===== src/rtl/mc_ctrl_pkg.sv =====
// Shared encodings for the multicycle controller: states, opcodes, Funct codes,
// ALU control codes and datapath mux selects.
package mc_ctrl_pkg;

  typedef enum logic [3:0] {
    S_FETCH, S_DECODE, S_MEM_ADR, S_MEM_RD, S_MEM_WB, S_MEM_WR, S_R_EXE,
    S_R_WB, S_BEQ, S_IMM_EXE, S_IMM_WB, S_JUMP, S_ILLEGAL
  } state_t;

  typedef enum logic [1:0] {ALUOP_ADD, ALUOP_SUB, ALUOP_FUNCT, ALUOP_IMM} aluop_t;

  localparam logic [5:0] OP_RTYPE = 6'b000000;
  localparam logic [5:0] OP_LW    = 6'b100011;
  localparam logic [5:0] OP_SW    = 6'b101011;
  localparam logic [5:0] OP_BEQ   = 6'b000100;
  localparam logic [5:0] OP_ADDI  = 6'b001000;
  localparam logic [5:0] OP_ANDI  = 6'b001100;
  localparam logic [5:0] OP_ORI   = 6'b001101;
  localparam logic [5:0] OP_SLTI  = 6'b001010;
  localparam logic [5:0] OP_J     = 6'b000010;

  localparam logic [5:0] FN_ADD = 6'b100000;
  localparam logic [5:0] FN_SUB = 6'b100010;
  localparam logic [5:0] FN_AND = 6'b100100;
  localparam logic [5:0] FN_OR  = 6'b100101;
  localparam logic [5:0] FN_SLT = 6'b101010;

  localparam logic [2:0] ALU_ADD = 3'b010;
  localparam logic [2:0] ALU_SUB = 3'b110;
  localparam logic [2:0] ALU_AND = 3'b000;
  localparam logic [2:0] ALU_OR  = 3'b001;
  localparam logic [2:0] ALU_SLT = 3'b111;

  localparam logic [1:0] SRCB_REG    = 2'b00;
  localparam logic [1:0] SRCB_FOUR   = 2'b01;
  localparam logic [1:0] SRCB_IMM    = 2'b10;
  localparam logic [1:0] SRCB_IMM_SH = 2'b11;

  localparam logic [1:0] PCSRC_ALU    = 2'b00;
  localparam logic [1:0] PCSRC_ALUOUT = 2'b01;
  localparam logic [1:0] PCSRC_JUMP   = 2'b10;

  typedef struct packed {
    logic       pc_write;
    logic       i_or_d;
    logic       mem_write;
    logic       ir_write;
    logic       reg_dst;
    logic       mem_to_reg;
    logic       reg_write;
    logic       alu_src_a;
    logic [1:0] alu_src_b;
    logic [1:0] pc_src;
    logic       zero_ext;
    logic       illegal;
  } ctrl_t;

endpackage


===== src/rtl/mc_control_fsm_alu_decoder.sv =====
// ALU decoder: maps the controller's ALUOp plus Op/Funct to an ALU control code.
module alu_decoder
  import mc_ctrl_pkg::*;
(
  input  aluop_t     aluop,
  input  logic [5:0] op,
  input  logic [5:0] funct,
  output logic [2:0] alu_ctrl,
  output logic       funct_valid
);

  logic [2:0] funct_code;

  always_comb begin
    funct_code  = ALU_AND;
    funct_valid = 1'b1;
    case (funct)
      FN_ADD:  funct_code = ALU_ADD;
      FN_SUB:  funct_code = ALU_SUB;
      FN_AND:  funct_code = ALU_AND;
      FN_OR:   funct_code = ALU_OR;
      FN_SLT:  funct_code = ALU_SLT;
      default: funct_valid = 1'b0;
    endcase
  end

  always_comb begin
    alu_ctrl = ALU_ADD;
    case (aluop)
      ALUOP_ADD:   alu_ctrl = ALU_ADD;
      ALUOP_SUB:   alu_ctrl = ALU_SUB;
      ALUOP_FUNCT: alu_ctrl = funct_code;
      ALUOP_IMM: begin
        case (op)
          OP_ANDI: alu_ctrl = ALU_AND;
          OP_ORI:  alu_ctrl = ALU_OR;
          OP_SLTI: alu_ctrl = ALU_SLT;
          default: alu_ctrl = ALU_ADD;
        endcase
      end
      default: alu_ctrl = ALU_ADD;
    endcase
  end

endmodule


===== src/rtl/mc_control_fsm.sv =====
// Multicycle MIPS-style main controller: Moore state decode (PC_Write also
// folds in the branch Zero term), with outputs held at 0 while reset is high.
module mc_control_fsm
  import mc_ctrl_pkg::*;
#(
  parameter int ALU_CTRL_W      = 3,
  parameter int ENABLE_EXT      = 1,
  parameter int TRAP_ON_ILLEGAL = 0
) (
  input  logic                  clk,
  input  logic                  reset,
  input  logic [5:0]            Op,
  input  logic [5:0]            Funct,
  input  logic                  Zero,
  output logic                  PC_Write,
  output logic                  I_or_D,
  output logic                  Mem_Write,
  output logic                  IR_Write,
  output logic                  Reg_Dst,
  output logic                  Mem_to_Reg,
  output logic                  Reg_Write,
  output logic                  ALU_Src_A,
  output logic [1:0]            ALU_Src_B,
  output logic [ALU_CTRL_W-1:0] ALU_Control,
  output logic [1:0]            PC_Src,
  output logic                  Zero_Ext,
  output logic                  Illegal
);

  state_t     state, state_nx;
  ctrl_t      ctrl;
  aluop_t     aluop;
  logic       alu_en;
  logic [2:0] alu_code;
  logic       funct_ok;
  logic       ext_ok;
  logic       imm_logic;

  assign ext_ok    = (ENABLE_EXT != 0);
  assign imm_logic = (Op == OP_ANDI) || (Op == OP_ORI);

  alu_decoder u_alu_dec (
    .aluop      (aluop),
    .op         (Op),
    .funct      (Funct),
    .alu_ctrl   (alu_code),
    .funct_valid(funct_ok)
  );

  always_ff @(posedge clk) begin
    if (reset) state <= S_FETCH;
    else       state <= state_nx;
  end

  always_comb begin
    state_nx = state;
    ctrl     = '0;
    aluop    = ALUOP_ADD;
    alu_en   = 1'b0;
    case (state)
      S_FETCH: begin
        ctrl.pc_write  = 1'b1;
        ctrl.ir_write  = 1'b1;
        ctrl.alu_src_b = SRCB_FOUR;
        ctrl.pc_src    = PCSRC_ALU;
        alu_en         = 1'b1;
        state_nx       = S_DECODE;
      end
      S_DECODE: begin
        ctrl.alu_src_b = SRCB_IMM_SH;
        alu_en         = 1'b1;
        case (Op)
          OP_LW, OP_SW:              state_nx = S_MEM_ADR;
          OP_RTYPE:                  state_nx = S_R_EXE;
          OP_BEQ:                    state_nx = S_BEQ;
          OP_ADDI:                   state_nx = S_IMM_EXE;
          OP_ANDI, OP_ORI, OP_SLTI:  state_nx = ext_ok ? S_IMM_EXE : S_ILLEGAL;
          OP_J:                      state_nx = ext_ok ? S_JUMP : S_ILLEGAL;
          default:                   state_nx = S_ILLEGAL;
        endcase
      end
      S_MEM_ADR: begin
        ctrl.alu_src_a = 1'b1;
        ctrl.alu_src_b = SRCB_IMM;
        alu_en         = 1'b1;
        state_nx       = (Op == OP_LW) ? S_MEM_RD : S_MEM_WR;
      end
      S_MEM_RD: begin
        ctrl.i_or_d = 1'b1;
        state_nx    = S_MEM_WB;
      end
      S_MEM_WB: begin
        ctrl.reg_write  = 1'b1;
        ctrl.mem_to_reg = 1'b1;
        state_nx        = S_FETCH;
      end
      S_MEM_WR: begin
        ctrl.i_or_d    = 1'b1;
        ctrl.mem_write = 1'b1;
        state_nx       = S_FETCH;
      end
      S_R_EXE: begin
        ctrl.alu_src_a = 1'b1;
        ctrl.alu_src_b = SRCB_REG;
        aluop          = ALUOP_FUNCT;
        alu_en         = 1'b1;
        state_nx       = funct_ok ? S_R_WB : S_ILLEGAL;
      end
      S_R_WB: begin
        ctrl.reg_write = 1'b1;
        ctrl.reg_dst   = 1'b1;
        state_nx       = S_FETCH;
      end
      S_BEQ: begin
        ctrl.alu_src_a = 1'b1;
        ctrl.alu_src_b = SRCB_REG;
        ctrl.pc_src    = PCSRC_ALUOUT;
        ctrl.pc_write  = Zero;
        aluop          = ALUOP_SUB;
        alu_en         = 1'b1;
        state_nx       = S_FETCH;
      end
      S_IMM_EXE: begin
        ctrl.alu_src_a = 1'b1;
        ctrl.alu_src_b = SRCB_IMM;
        ctrl.zero_ext  = imm_logic;
        aluop          = ALUOP_IMM;
        alu_en         = 1'b1;
        state_nx       = S_IMM_WB;
      end
      S_IMM_WB: begin
        ctrl.reg_write = 1'b1;
        ctrl.zero_ext  = imm_logic;
        state_nx       = S_FETCH;
      end
      S_JUMP: begin
        ctrl.pc_src   = PCSRC_JUMP;
        ctrl.pc_write = 1'b1;
        state_nx      = S_FETCH;
      end
      S_ILLEGAL: begin
        ctrl.illegal = 1'b1;
        state_nx     = (TRAP_ON_ILLEGAL != 0) ? S_ILLEGAL : S_FETCH;
      end
      default: state_nx = S_FETCH;
    endcase
  end

  // Reset gates every output combinationally so nothing leaks during reset.
  always_comb begin
    PC_Write    = 1'b0;
    I_or_D      = 1'b0;
    Mem_Write   = 1'b0;
    IR_Write    = 1'b0;
    Reg_Dst     = 1'b0;
    Mem_to_Reg  = 1'b0;
    Reg_Write   = 1'b0;
    ALU_Src_A   = 1'b0;
    ALU_Src_B   = 2'b00;
    ALU_Control = '0;
    PC_Src      = 2'b00;
    Zero_Ext    = 1'b0;
    Illegal     = 1'b0;
    if (!reset) begin
      PC_Write    = ctrl.pc_write;
      I_or_D      = ctrl.i_or_d;
      Mem_Write   = ctrl.mem_write;
      IR_Write    = ctrl.ir_write;
      Reg_Dst     = ctrl.reg_dst;
      Mem_to_Reg  = ctrl.mem_to_reg;
      Reg_Write   = ctrl.reg_write;
      ALU_Src_A   = ctrl.alu_src_a;
      ALU_Src_B   = ctrl.alu_src_b;
      ALU_Control = alu_en ? ALU_CTRL_W'(alu_code) : '0;
      PC_Src      = ctrl.pc_src;
      Zero_Ext    = ctrl.zero_ext;
      Illegal     = ctrl.illegal;
    end
  end

endmodule


===== config.mk =====
export PLATFORM = sky130hd
export DESIGN_NAME = mc_control_fsm
export DESIGN_NICKNAME = d
export VERILOG_FILES = /design/src/rtl/mc_ctrl_pkg.sv /design/src/rtl/mc_control_fsm_alu_decoder.sv /design/src/rtl/mc_control_fsm.sv
export SDC_FILE = /design/constraint.sdc
export NUM_CORES = 1
export LEC_CHECK = 0
export ABC_AREA = 1
export CAP_MARGIN = 20
export CORE_MARGIN = 3
export CORE_UTILIZATION = 41
export DETAILED_ROUTE_END_ITERATION = 10
export GPL_TIMING_DRIVEN = 0
export PLACE_DENSITY = 0.77
export SETUP_SLACK_MARGIN = 0.2
export SYNTH_ARGS = -nofsm -noshare
export SYNTH_HDL_FRONTEND = slang
export SYNTH_HIERARCHICAL = 1
export SYNTH_SLANG_ARGS = --single-unit
export TNS_END_PERCENT = 5

===== constraint.sdc =====
create_clock -name clk -period 2.3 [get_ports clk]
set_input_delay 0.46 -clock clk [delete_from_list [all_inputs] [get_ports clk]]
set_output_delay 0.46 -clock clk [all_outputs]
set_load 0.02 [all_outputs]

Word level (Yosys, flattened, before mapping)
Index checks and enable logic that the tools add are counted.
Widths: inputs -> output; s select.

cells by class
  equal/unequal tests = 28
  multiplexer cells = 36
  reduce and logical (&&, ||, !) cells = 14

operators with widths
  operator            number
  $eq 6x6->1 const B  7
  $eq 6x4->1 const B  4
  $pmux 3 s4          2
  $pmux 4 s6          1
  $mux 1              21
  $eq 4x4->1 const B  5
  $pmux 4 s5          1
  $eq 4x3->1 const B  4
  $pmux 2 s3          2
  $reduce_or 2->1     5
  $mux 3              3
  $pmux 3 s3          1
  $eq 4x2->1 const B  2
  $reduce_or 4->1     2
  $eq 6x2->1 const B  1
  $eq 6x3->1 const B  1
  $logic_not 6->1     1
  $reduce_or 6->1     1
  $reduce_or 5->1     1
  $eq 2x2->1 const B  2
  $eq 4x1->1 const B  1
  $logic_not 4->1     1
  $mux 2              2
  $mux 4              1
  other kinds (6)     6

storage, ports and cells
  bits in registers = 4
  bits of input ports = 15
  output and inout port bits = 17
  word-level logic and storage cells = 79

Longest topological paths before layout
Gate-level depths: netlist of the first run.

  depth after elaboration = 6
  gate-level depth with buffers = 11
  mapped depth without buffers = 11

By module
The synthesis of the first run kept the hierarchy.

by module, submodules not included
  module          times used  cells an instance  area each (um^2)  sequential area each (um^2)
  mc_control_fsm  1           102                529.3             80.1
  alu_decoder     1           47                 205.2             0.0

Least setup slack after synthesis of the first run
No wires, ideal clock.

  kind = reg2out
  start point = register state[0]
  end point = output ALU_Control[2]
  data arrival time = 1,499 ps
  required time = 1,840 ps
  path slack = 341 ps
  cell stages (with the launch flop) = 11
  buffers on the path = 0
  path through = dfxtp_1 > inv_2 > nor2_2 > inv_2 > o21ai_0 > inv_1 > nor2_1 > nand3_1 > nand2_1 > inv_1 > nor2_1

between the ends
  longest elaborated chain between the ends = 6
  elaborated cells between the ends (all ways) = 16
  those cells by class = eq/ne: 8; mux: 5; reduce/logical: 3

RTL lines
  what                                             line                              RTL
  start, declared                                  mc_control_fsm.sv:30              state_t state, state_nx;
  start signal, assigned                           mc_control_fsm.sv:52              else state <= state_nx;
  $eq 4x4->1 / $eq 4x3->1 (equally long branches)  mc_control_fsm.sv:60              case (state)
  $pmux 2 s3 *                                     mc_control_fsm.sv:60
  named net aluop[1]                               mc_control_fsm.sv:32              aluop_t aluop;
  $eq 2x2->1 (tied with other cells)               mc_control_fsm_alu_decoder.sv:29  case (aluop)
  $pmux 3 s4 *                                     mc_control_fsm_alu_decoder.sv:29
  named net alu_code[2]                            mc_control_fsm.sv:34              logic [2:0] alu_code;
  $mux 3 *                                         mc_control_fsm.sv:174             ALU_Control = alu_en ? ALU_CTRL_W'(alu_code) : '0;
  $mux 3 *                                         mc_control_fsm.sv:164             if (!reset) begin
  end, declared                                    mc_control_fsm.sv:24              output logic [ALU_CTRL_W-1:0] ALU_Control,

The timed path passes the listed nets; every way through them passes the cells marked *.

Worst setup path after layout of the first run
  start point = register state[0]
  end point = output ALU_Control[1]

Same word-level chain as after synthesis.

==> results of run 1 <==
-- path summary, 6_finish.rpt --
check                              start             end  cells past startpoint
worst min-delay path            state[0]        state[0]                      3
worst max register to register  state[0]        state[1]                      7
worst max-delay path            state[0]  ALU_Control[1]                     12
worst min register to register  state[0]        state[0]                      3
-- metrics by stage --
step           util [%]  std cells  hold slack (ps)
2_1_floorplan         -        149              638
3_3_place_gp       67.4        204              703
3_5_place_dp       67.4        204              709
4_1_cts            67.9        207              651
5_1_grt            72.5        208              725
6_report           72.5        208              654
-- layout make-up --
cell class	count	area [um^2]	share of cell area [%]
plain buffers	1	5.00	0.433
clock buffers	3	22.5	1.95
inverters	32	123	10.6
multi-input cells	112	589	51.0
flip-flops and latches	4	88.8	7.68
well taps	24	30.0	2.60
repair buffers	32	298	25.8
-- power by group --
group	internal (mW)	switching, mW
clock network	0.0585	0.0300
registers	0.0818	0.0187
logic	0.112	0.182
total	0.252	0.231
-- per-layer routing --
metal / up-vias / routed length (um) / global-route usage [%]
met5: - / 0 / 0
met4: 0 / 16 / 4.27
met3: 2 / 210 / 4.91
met2: 43 / 1060 / 31.7
met1: 459 / 955 / 23.3
li1: 541 / - / -
-- cell usage in the layout (no fill, tap or decap), types with 5 or more instances in the layout --
master,count
inv_1,20
nand3_1,9
inv_2,11
nand2_1,23
dlygate4sd2_1,20
nor2_1,31
nor2_4,5
nor3_1,5
nor2_2,11
-- critical path, stage by stage (launching register included) --
cell and delay (ps):
dfxtp_4 380, inv_2 70, nor2_4 140, inv_4 60, o21ai_4 170, inv_2 60, nor2_4 110, inv_1 40
nor2_1 90, nor2_1 40, inv_1 60, nor2_2 40, buf_6 140
-- what timing repair did --
action,in CTS,in global routing
pin swaps,1,13
gates cloned,0,0
setup buffers,0,1
setup endpoints to repair,17,5
resized for setup,42,29
hold buffers,0,0
-- logic make-up after synthesis --
| family | count (synthesis) | share of synthesized area (%) |
|---|---|---|
| buffers and inverters | 33 | 16.9 |
| DFF | 4 | 10.9 |
| and+or+nand+nor | 93 | 56.4 |
| AOI/OAI and AO/OA | 19 | 15.8 |
==> impl_metrics.toml, run 1 <==
[clock_tree]
htreeDepth = 1
root_buffer = "clkbuf_4"
cts_buffers = 3
clk_pin_slew_ps = 40
insertion_delay_ps = 240
clock-sinks = 4
cts_tree = "built"
cts_max_path_buffers = 2

[yosys]
async_flop_share_pct = 0
yosysUniqueCellTypes = 24
yosysMostFrequentCell = "nor2_1"
synthTopCellsByCount = "38 x nor2_1, 25 x nand2_1, 23 x inv_1"
syn_area_um2 = 734
yosysTopAreaCellShare_pct = 19.4
synth_warnings = 6
avgSynthCellArea_um2 = 4.93
ys.flop_type = "dfxtp_1"
yosys.area.top_type = "nor2_1"
synth_seq_area_share_pct = 10.9
synth_cells = 149
synth_nets = 164
synthTopCellsByArea = "nor2_1 19%, nand2_1 13%, inv_1 12%"
synth-seq-cells = 4
synth_edf_count = 0

[placement]
dp_slack_ps = -395
place.gp.congestion = 0.896
port-buffer-count = 31
postPlaceCellArea_um2 = 1070
hpwl_um = 1800

[timing]
worst_pin_slew_ps = 341
timing.setup.tns_ps = 0
rsz0062_at_grt = "true"
finalHoldViolCount = 0
slew_headroom_pct = 77.0
period_needed_ps = 2110
drv_slew = 0
clock.fmax_mhz = 473
post-route-period-util_pct = 91.9
fin_worst_skew_ps = 7.04
layout_setup_ws_ps = 187
final-setup-viol-count = 0

[outcome]
outcome = "complete, no violations"

[power]
ir_drop_uv = 457
finalPower_mw = 0.483
p_leak_nw = 0.629
power_density_nw_per_um2 = 418

[grt]
grt_pass1_wl_um = 3640
first_global_vias = 907
grt_remaining_overflow = 0
antenna_found_initial = 0
grt_use_total_pct = 18.6
grt_max_degree = 11

[die]
initial_utilization_pct = 46.1
ioPinCount = 32
core_um2 = 1590
die_height_um = 48.3
die_w_um = 48.3
rows = 14
die_area_um2 = 2340

[setup_path]
crit_fanout = 5
critPathKind = "reg -> out"
end_kind = "output port"
crit_arrival_ps = 1650
start_kind = "flop"
rrSetupSlack_ps = 1130
required_ps = 1840

[drt]
avgRoutedWirePerCell_um = 10.8
dr.pass1.iters = 4
antenna_left = 0
vias = 1045
wirelength_um = 2250
vias_per_cell = 5.02
drt_iter0_drc = 27
drc = 0

[final_layout]
fill_cells = 153
regMostFlops = "state"
drive_gt1_share_pct = 26.1
diodes = 0
final_net_count = 201
top_regs = "state: 4 flops"
largest_register_ffs = 4
area_growth_pct = 57.4
final_area_um2 = 1160

[flow_run]
cap_violations = 0

[worst_hold_path]
hp-class = "reg -> reg"
No activity file was read; power rests on OpenSTA's default activity.
==> run 2, diff against run 1 <==
--- a/config.mk
+++ b/config.mk
@@ -11,6 +11,7 @@
 export CORE_UTILIZATION = 41
 export DETAILED_ROUTE_END_ITERATION = 10
 export GPL_TIMING_DRIVEN = 0
+export MAX_ROUTING_LAYER = met4
 export PLACE_DENSITY = 0.77
 export SETUP_SLACK_MARGIN = 0.2
 export SYNTH_ARGS = -nofsm -noshare
==> results of run 2 <==
Final layout, timing and power as in run 1 (identical DEF).
Among the figures that moved: final weighted congestion in routability-driven placement 0.896 -> 0.912; overall routing resource usage 18.6% -> 19.1%
==> run 3, diff against run 2 <==
--- a/config.mk
+++ b/config.mk
@@ -8,11 +8,12 @@
 export ABC_AREA = 1
 export CAP_MARGIN = 20
 export CORE_MARGIN = 3
-export CORE_UTILIZATION = 41
+export CORE_UTILIZATION = 45
+export CTS_CLUSTER_DIAMETER = 50
 export DETAILED_ROUTE_END_ITERATION = 10
 export GPL_TIMING_DRIVEN = 0
 export MAX_ROUTING_LAYER = met4
-export PLACE_DENSITY = 0.77
+export PLACE_DENSITY = 0.84
 export SETUP_SLACK_MARGIN = 0.2
 export SYNTH_ARGS = -nofsm -noshare
 export SYNTH_HDL_FRONTEND = slang
==> constraint.sdc (replaced) <==
create_clock -name clk -period 2.7 [get_ports clk]
set_input_delay 0.54 -clock clk [delete_from_list [all_inputs] [get_ports clk]]
set_output_delay 0.54 -clock clk [all_outputs]
set_load 0.02 [all_outputs]
==> impl_metrics.toml, run 3 (synthesis gave the netlist of run 1 again) <==
[power]
p_sw_mw = 0.180
pwr-share-comb_pct = 59.2
p_sw_share_pct = 46.0
finalPower_mw = 0.392
p_leak_nw = 0.703
power_frac_seq_pct = 20.8
clkPwrFrac_pct = 20.1
ir_drop_uv = 296
p_int_mw = 0.211
power_density_nw_per_um2 = 353

[grt]
antenna_found_initial = 0
grt_max_degree = 11
grt_remaining_overflow = 0
first_global_vias = 946
grt_use_total_pct = 24.0
grt_pass1_wl_um = 3680

[clock_tree]
cts_setup_buffers = 0
root_buffer = "clkbuf_4"
clock-sinks = 4
cts_max_path_buffers = 2
cts_buffers = 3
insertion_delay_ps = 240
clk_pin_slew_ps = 40
htreeDepth = 1
cts_tree = "built"

[drt]
vias_per_cell = 5.35
drt_iter0_drc = 42
dr.pass1.iters = 4
avgRoutedWirePerCell_um = 10.9
drc = 0
vias = 1059
antenna_left = 0
wirelength_um = 2160

[die]
rows = 13
ioPinCount = 32
die_area_um2 = 2150
die_w_um = 46.4
initial_utilization_pct = 51.9
core_um2 = 1420
die_height_um = 46.4

[timing]
worst_pin_slew_ps = 311
clock.fmax_mhz = 400
fin_hold_ws_ps = 662
finalHoldViolCount = 0
rsz0062_at_grt = "true"
drv_slew = 0
slew_headroom_pct = 79.0
final-setup-viol-count = 0
post-route-period-util_pct = 92.6
timing.setup.tns_ps = 0
fin_worst_skew_ps = 7.32
period_needed_ps = 2500

[final_layout]
final_net_count = 200
drive_gt1_share_pct = 18.6
layout.cells.non_filler = 198
top_regs = "state: 4 flops"
final_common_cell = "nor2_1"
diodes = 0
regMostFlops = "state"
area_growth_pct = 51.1
mostFrequentLayoutCells = "38 x nor2_1, 24 x nand2_1, 23 x inv_1, 14 x clkdlybuf4s50_1, 12 x dlymetal6s2s_1"
largest_register_ffs = 4

[setup_path]
crit_fanout = 3
required_ps = 2160
critPathTopFamily = "buffers and inverters"
start_kind = "input port"
crit_arrival_ps = 1960
crit_slowest_cell = "clkdlybuf4s50_1"
end_kind = "output port"
cpPeakStageDelay_ps = 460
path_buf_inv = 3
cp_cell_sequence = "clkdlybuf4s50_1 -> nor2_2 -> nand3_1 -> nand2_1 -> nor2_1 -> nor2_1 -> inv_1 -> nor2_1 -> clkdlybuf4s15_1"
critPathKind = "in -> out"
cpMostUsedCell = "nor2_1"

[placement]
place.gp.congestion = 0.855
hpwl_um = 1830
port-buffer-count = 31
placed_cells_incl_taps = 195

[flow_run]
cap_violations = 0

[outcome]
outcome = "complete, no violations"

[worst_hold_path]
hp-class = "reg -> reg"
[run 3: through the flow]
stage | setup slack [ps] | util (%) | instance area [um^2]
floorplan | 661 | - | 734
global placement | -140 | 75.2 | 1060
detailed placement | -157 | 75.2 | 1060
CTS | 15.3 | 76.3 | 1080
global route | 23.9 | 78.4 | 1110
finish | 201 | 78.4 | 1110
[run 3: tightest hold or removal path, stage by stage, from the launching register on]
cell	delay, ps
dfxtp_2	380
o22ai_1	110
nor2_1	100
nor2_1	40
[run 3: power by group through the flow]
stage | Sequential (mW) | Combinational (mW) | Clock, mW
3_5_place_dp | 0.0807 | 0.233 | 0
5_1_grt | 0.0834 | 0.257 | 0.0813
6_report | 0.0813 | 0.232 | 0.0786
3_3_place_gp | 0.0804 | 0.228 | 0
4_1_cts | 0.0796 | 0.231 | 0.0789
2_1_floorplan | 0.0777 | 0.145 | 0
[run 3: routing by layer]
layer	vias to the layer above	track usage, %	wire (um)
met5	-	-	0
met4	0	8.52	57
met3	8	5.08	198
met2	56	42.6	1030
met1	457	25.9	866
li1	538	-	-
[run 3: worst paths after layout]
path	start	end	slack (ps)	cells past startpoint
setup / recovery	Op[5]	ALU_Control[1]	200	9
hold / removal	state[0]	state[0]	660	3
setup reg to reg	state[3]	state[1]	1540	7
hold reg to reg	state[0]	state[0]	660	3
[run 3: layout make-up]
cell class                      instances  area (um^2)
Multi-Input combinational cell        112          537
Clock buffer                            3         22.5
Tap cell                               15         18.8
Sequential cell                         4         82.6
Timing Repair Buffer                   31          324
Inverter                               32          120
Buffer                                  1         5.00
Fill cell                             115          305
[run 3: timing repair]
action / 4_1_cts / 5_1_grt
endpoints found under the hold margin: 0 / 0
resized for setup: 6 / 25
hold buffers: 0 / 0
pin swaps: 0 / 0
setup endpoints to repair: 15 / 16
